$ cat config.mk
export PLATFORM = sky130hd
export DESIGN_NAME = im_sched
export DESIGN_NICKNAME = d
export VERILOG_FILES = /design/src/rtl/im_sched_pkg.sv /design/src/rtl/im_sched_rr_pick.sv /design/src/rtl/im_sched.sv
export SDC_FILE = /design/constraint.sdc
export NUM_CORES = 1
export LEC_CHECK = 0
export CAP_MARGIN = 5
export CORE_MARGIN = 1.5
export CORE_UTILIZATION = 31
export CTS_CLUSTER_DIAMETER = 120
export DETAILED_ROUTE_END_ITERATION = 8
export PLACE_DENSITY = 0.73
export SLEW_MARGIN = 30
export SYNTH_ARGS = -nofsm -noshare
export SYNTH_HDL_FRONTEND = slang
export SYNTH_HIERARCHICAL = 1
export SYNTH_SLANG_ARGS = --single-unit
$ cat constraint.sdc
create_clock -name clk -period 2.87 [get_ports clk]
set_input_delay 0.574 -clock clk [delete_from_list [all_inputs] [get_ports clk]]
set_output_delay 0.574 -clock clk [all_outputs]
set_load 0.005 [all_outputs]
$ cat src/rtl/im_sched_pkg.sv
// Shared definitions for the IM scheduler: index widths, link FSM states
// and the one-hot direction check.
package im_sched_pkg;

  localparam logic [0:0] LINK_FREE = 1'b0;
  localparam logic [0:0] LINK_BUSY = 1'b1;

  // Index width that stays at least one bit for single-entry vectors.
  function automatic int idx_w(input int n);
    return (n > 1) ? $clog2(n) : 1;
  endfunction

  function automatic logic is_onehot(input logic [31:0] v);
    return (v != 32'd0) && ((v & (v - 32'd1)) == 32'd0);
  endfunction

endpackage

$ cat src/rtl/im_sched_rr_pick.sv
// Combinational round-robin picker: first set request at or after ptr,
// wrapping at N-1.
module rr_pick
  import im_sched_pkg::*;
#(
  parameter int N = 2
) (
  input  logic [N-1:0]         req,
  input  logic [idx_w(N)-1:0]  ptr,
  output logic [N-1:0]         pick,
  output logic                 valid
);

  localparam int PW = idx_w(N);

  logic [PW:0]   sum;
  logic [PW-1:0] idx;

  always_comb begin
    pick  = '0;
    valid = 1'b0;
    sum   = '0;
    idx   = '0;
    for (int k = 0; k < N; k++) begin
      sum = {1'b0, ptr} + (PW+1)'(k);
      if (sum >= (PW+1)'(N)) sum = sum - (PW+1)'(N);
      idx = sum[PW-1:0];
      if (!valid && req[idx]) begin
        pick[idx] = 1'b1;
        valid     = 1'b1;
      end
    end
  end

endmodule

$ cat src/rtl/im_sched.sv
// Clocked IM scheduler: grants at most one CM link per cycle to a waiting
// input port and holds the crossbar configuration until the link is released.
module im_sched
  import im_sched_pkg::*;
#(
  parameter int MN = 2,
  parameter int NN = 2,
  parameter int SN = 2
) (
  input  logic                     clk,
  input  logic                     rst_n,
  input  logic [NN-1:0]            req,
  input  logic [NN-1:0][SN-1:0]    deci,
  input  logic [MN-1:0][SN-1:0]    cms,
  input  logic [MN-1:0]            rel,
  output logic [MN-1:0][NN-1:0]    cfg,
  output logic [NN-1:0]            gnt,
  output logic [MN-1:0]            busy,
  output logic                     err
);

  localparam int IPW = idx_w(NN);
  localparam int CPW = idx_w(MN);

  logic [MN-1:0][NN-1:0] cfg_q, cfg_d;
  logic                  err_q, err_d;
  logic [IPW-1:0]        ip_ptr_q, ip_ptr_d;
  logic [CPW-1:0]        cm_ptr_q, cm_ptr_d;

  logic [NN-1:0] deci_ok, deci_bad, port_cand, port_oh;
  logic          port_vld;
  logic [MN-1:0] link_st, link_cand, link_oh;
  logic          link_vld;
  logic [IPW-1:0] port_idx;
  logic [CPW-1:0] link_idx;
  logic [SN-1:0]  sel_deci;

  always_comb begin
    gnt = '0;
    for (int m = 0; m < MN; m++) gnt = gnt | cfg_q[m];
  end

  genvar gi;
  generate
    for (gi = 0; gi < NN; gi++) begin : g_port
      assign deci_ok[gi]   = is_onehot(32'(deci[gi]));
      assign deci_bad[gi]  = req[gi] & (deci[gi] != '0) & ~deci_ok[gi];
      assign port_cand[gi] = req[gi] & ~gnt[gi] & deci_ok[gi];
    end
    // A link released this cycle still reads BUSY, so it is only offered next cycle.
    for (gi = 0; gi < MN; gi++) begin : g_link
      assign busy[gi]      = |cfg_q[gi];
      assign link_st[gi]   = busy[gi] ? LINK_BUSY : LINK_FREE;
      assign link_cand[gi] = port_vld & (link_st[gi] == LINK_FREE) & (|(cms[gi] & sel_deci));
    end
  endgenerate

  rr_pick #(.N(NN)) u_port_pick (
    .req   (port_cand),
    .ptr   (ip_ptr_q),
    .pick  (port_oh),
    .valid (port_vld)
  );

  rr_pick #(.N(MN)) u_link_pick (
    .req   (link_cand),
    .ptr   (cm_ptr_q),
    .pick  (link_oh),
    .valid (link_vld)
  );

  always_comb begin
    port_idx = '0;
    sel_deci = '0;
    for (int i = 0; i < NN; i++) begin
      if (port_oh[i]) begin
        port_idx = IPW'(i);
        sel_deci = deci[i];
      end
    end
    link_idx = '0;
    for (int m = 0; m < MN; m++) begin
      if (link_oh[m]) link_idx = CPW'(m);
    end
  end

  always_comb begin
    cfg_d    = cfg_q;
    ip_ptr_d = ip_ptr_q;
    cm_ptr_d = cm_ptr_q;
    for (int m = 0; m < MN; m++) begin
      if (rel[m]) cfg_d[m] = '0;
      if (link_vld && link_oh[m]) cfg_d[m] = port_oh;
    end
    // The pointer moves past the chosen port even when it found no link.
    if (port_vld) ip_ptr_d = (port_idx == IPW'(NN-1)) ? '0 : port_idx + 1'b1;
    if (link_vld) cm_ptr_d = (link_idx == CPW'(MN-1)) ? '0 : link_idx + 1'b1;
    err_d = err_q | (|(rel & ~busy)) | (|deci_bad);
  end

  always_ff @(posedge clk or negedge rst_n) begin
    if (!rst_n) begin
      cfg_q    <= '0;
      err_q    <= 1'b0;
      ip_ptr_q <= '0;
      cm_ptr_q <= '0;
    end else begin
      cfg_q    <= cfg_d;
      err_q    <= err_d;
      ip_ptr_q <= ip_ptr_d;
      cm_ptr_q <= cm_ptr_d;
    end
  end

  assign cfg = cfg_q;
  assign err = err_q;

endmodule
==> summary.txt <==
Timing
  – Final setup fails: 0
  – Max Slew Vio Count: 0
  – Slew margin rel.: 78.6%
  – Worst-Margin Slew: 320 ps
  – Fin Clk Skew: 2.39 ps
  – Hold slack: 484 ps
  – Final Hold Fails: 0
  – Maximum clock rate: 0.368 GHz
  – Final Critical Period: 2720 ps
  – Final Cycle Share: 94.8%
  – Setup total negative slack: 0 ps

Synthesis
  – Synth unique cells: 19
  – Most used DFF post-synth: dfrtp_1
  – Synth async-reset ratio: 100%
  – Syn nets: 83
  – Post-synth top cells: nand2_1 (13), inv_1 (10), dfrtp_1 (7)
  – Synth warnings: 6
  – Post-synthesis sequential area ratio: 34.3%
  – Gate Count Post-Synth: 67
  – Synth area leaders: dfrtp_1 (34%), nand2_1 (9.6%), inv_1 (7.4%)
  – Most numerous cell in the Yosys netlist: nand2_1
  – Syn avg cell area: 7.62 µm²
  – Yosys top cell by area: dfrtp_1
  – Synthesized area: 510 µm²
  – Post-synth EDFFs: 0
  – Area fraction of the dominant cell type after synthesis: 34.3%
  – Synth Register Bits: 7

CTS
  – CTS tree: done
  – CTS root buf: clkbuf_4
  – H-tree depth: 1
  – Clock-pin slew on the worst setup and hold paths: 50 ps
  – CTS sink count: 7
  – Skew-Pair Late Insertion Delay: 250 ps
  – CTS buffer count: 3
  – Post-CTS Setup Bufs: 0
  – CTS max path bufs: 2

Finish
  – Share of layout cells above drive strength 1: 16.5%
  – Storage cell area: 175 µm²
  – Multi-input gate area: 317 µm²
  – Final instance area: 833 µm²
  – Antenna Cells: 0
  – Nets: 114
  – Layout area overhead: 63.2%
  – Filler cells: 141
  – Final core occ: 54.7%

Routing
  – Detail Route Antenna Nets: 0
  – Initial DRC count: 4
  – DRC: 0
  – Routed WL: 1330 µm
  – Wire length per cell: 11.8 µm
  – Via count: 548
  – Via-per-instance ratio: 4.85
  – DRT Pass-1 Iters: 4

Global routing
  – Initial antenna violation count: 0
  – Gr ovfl total: 0
  – Largest net degree at the start of global routing: 8
  – Vias in the first global route: 548
  – First-pass GRT wire length: 2240 µm
  – Tot GR Track Use: 15.9%

Setup path
  – Crit. Startpoint: deci[0]
  – Crit Path Category: in -> reg
  – Crit Reg-Reg Startpoint: cfg[0]
  – Worst Setup EP: cfg[2]
  – CP arrival: 2850 ps
  – R2R cell count: 10
  – CP Launch Type: primary input
  – Nature of the critical path endpoint: register
  – Worst R2R End: cfg[2]
  – Worst R2R Setup Slack: 600 ps
  – WP data required: 3000 ps
  – Worst-path fanout max: 4

Placed design
  – DP Area: 783 µm²
  – Hpwl dp: 1040 µm
  – Port bufs: 22
  – GPL Wtd Cong: 0.762

Floorplan
  – Io pins: 23
  – Die Width: 43.6 µm
  – Core box area: 0.00152 mm²
  – Full die area: 0.00190 mm²
  – Num rows: 14
  – Die height: 43.6 µm
  – Initial Utilization: 33.5%

Power
  – Pwr Total: 287 µW
  – Static Leak: 0.432 nW
  – Power Dens Cells: 345 mW/mm²
  – Worst vdd ir: 219 µV

Run
  – Max-cap violations: 0

Min path
  – Hold WC Path Type: reg -> reg

Run status
  – Status: completed
[through the flow]
step | setup WS [ps] | cells
2_1_floorplan | 455 | 67
3_5_place_dp | -202 | 109
6_report | 150 | 113
3_3_place_gp | -142 | 109
5_1_grt | -18.2 | 113
4_1_cts | 26.9 | 113
[power by group]
group / leakage (nW) / switching [mW] / total, mW / internal [mW]
Combinational: 0.333 / 0.0383 / 0.0871 / 0.0488
Sequential: 0.0840 / 0.00587 / 0.111 / 0.105
Clock: 0.0150 / 0.0365 / 0.0896 / 0.0531
Total: 0.432 / 0.0807 / 0.287 / 0.207
[how the worst min path moves through the flow]
stage | from | end | slack [ps] | cells after the start
finish | err | err | 480 | 2
floorplan | rst_n | cfg[0] | 280 | 0
detailed placement | err | err | 460 | 2
CTS | err | err | 480 | 2
global route | err | err | 500 | 2
global placement | err | err | 470 | 2
[layout by cell type, fill, tap and decap left out, types with 3 or more instances in the layout]
| master | n |
|---|---|
| and3_1 | 3 |
| buf_4 | 5 |
| clkbuf_4 | 3 |
| clkdlybuf4s50_1 | 22 |
| dfrtp_1 | 7 |
| inv_1 | 10 |
| nand2_1 | 13 |
| nand3_1 | 4 |
| nand3b_1 | 4 |
| nor2_1 | 4 |
[flip-flops by register name, indices dropped and copies added, names as in the netlist]
signal    count
cfg           4
cm_ptr_q      1
err           1
ip_ptr_q      1
[what timing repair did]
action	4_1_cts	5_1_grt
setup endpoints to repair	0	5
hold buffers	0	0
hold endpoints to repair	0	0
resized for setup	0	7
[per-layer routing]
layer	track usage [%]	up-vias	part of all wire [%]
li1	-	283	-
met1	19.9	243	46
met2	24.7	18	45
met3	3.75	4	6.4
met4	9.09	0	1.9
met5	0	-	0
[logic make-up (layout without fill, tap and decap cells)]
logic type      after synthesis  after routing  share of synthesized area (%)
mux                           2              2                           3.92
fa+ha+maj                     2              2                           4.90
buf+inv                      11             41                           8.33
flops                         7              7                           34.3
simple gates                 35             35                           34.6
compound gates               10             10                           14.0
[critical path, cell delays in order]
cell and delay (ps):
clkdlybuf4s50_1 490, inv_1 50, ha_1 280, nand2_1 50, nor2_1 150, a21boi_2 240, nand2_1 60, o21ai_0 240
a22o_1 240, a21boi_4 220, nand2_1 90, nand3b_1 80, nand2_1 70
[area by class of cell]
type                            count  share of cell area (%)
Timing Repair Buffer               27                    30.9
Clock buffer                        4                    3.15
Inverter                           10                    4.50
Multi-Input combinational cell     49                    38.0
Sequential cell                     7                    21.0
Tap cell                           16                    2.40
Power figures use the tool's default switching activity.
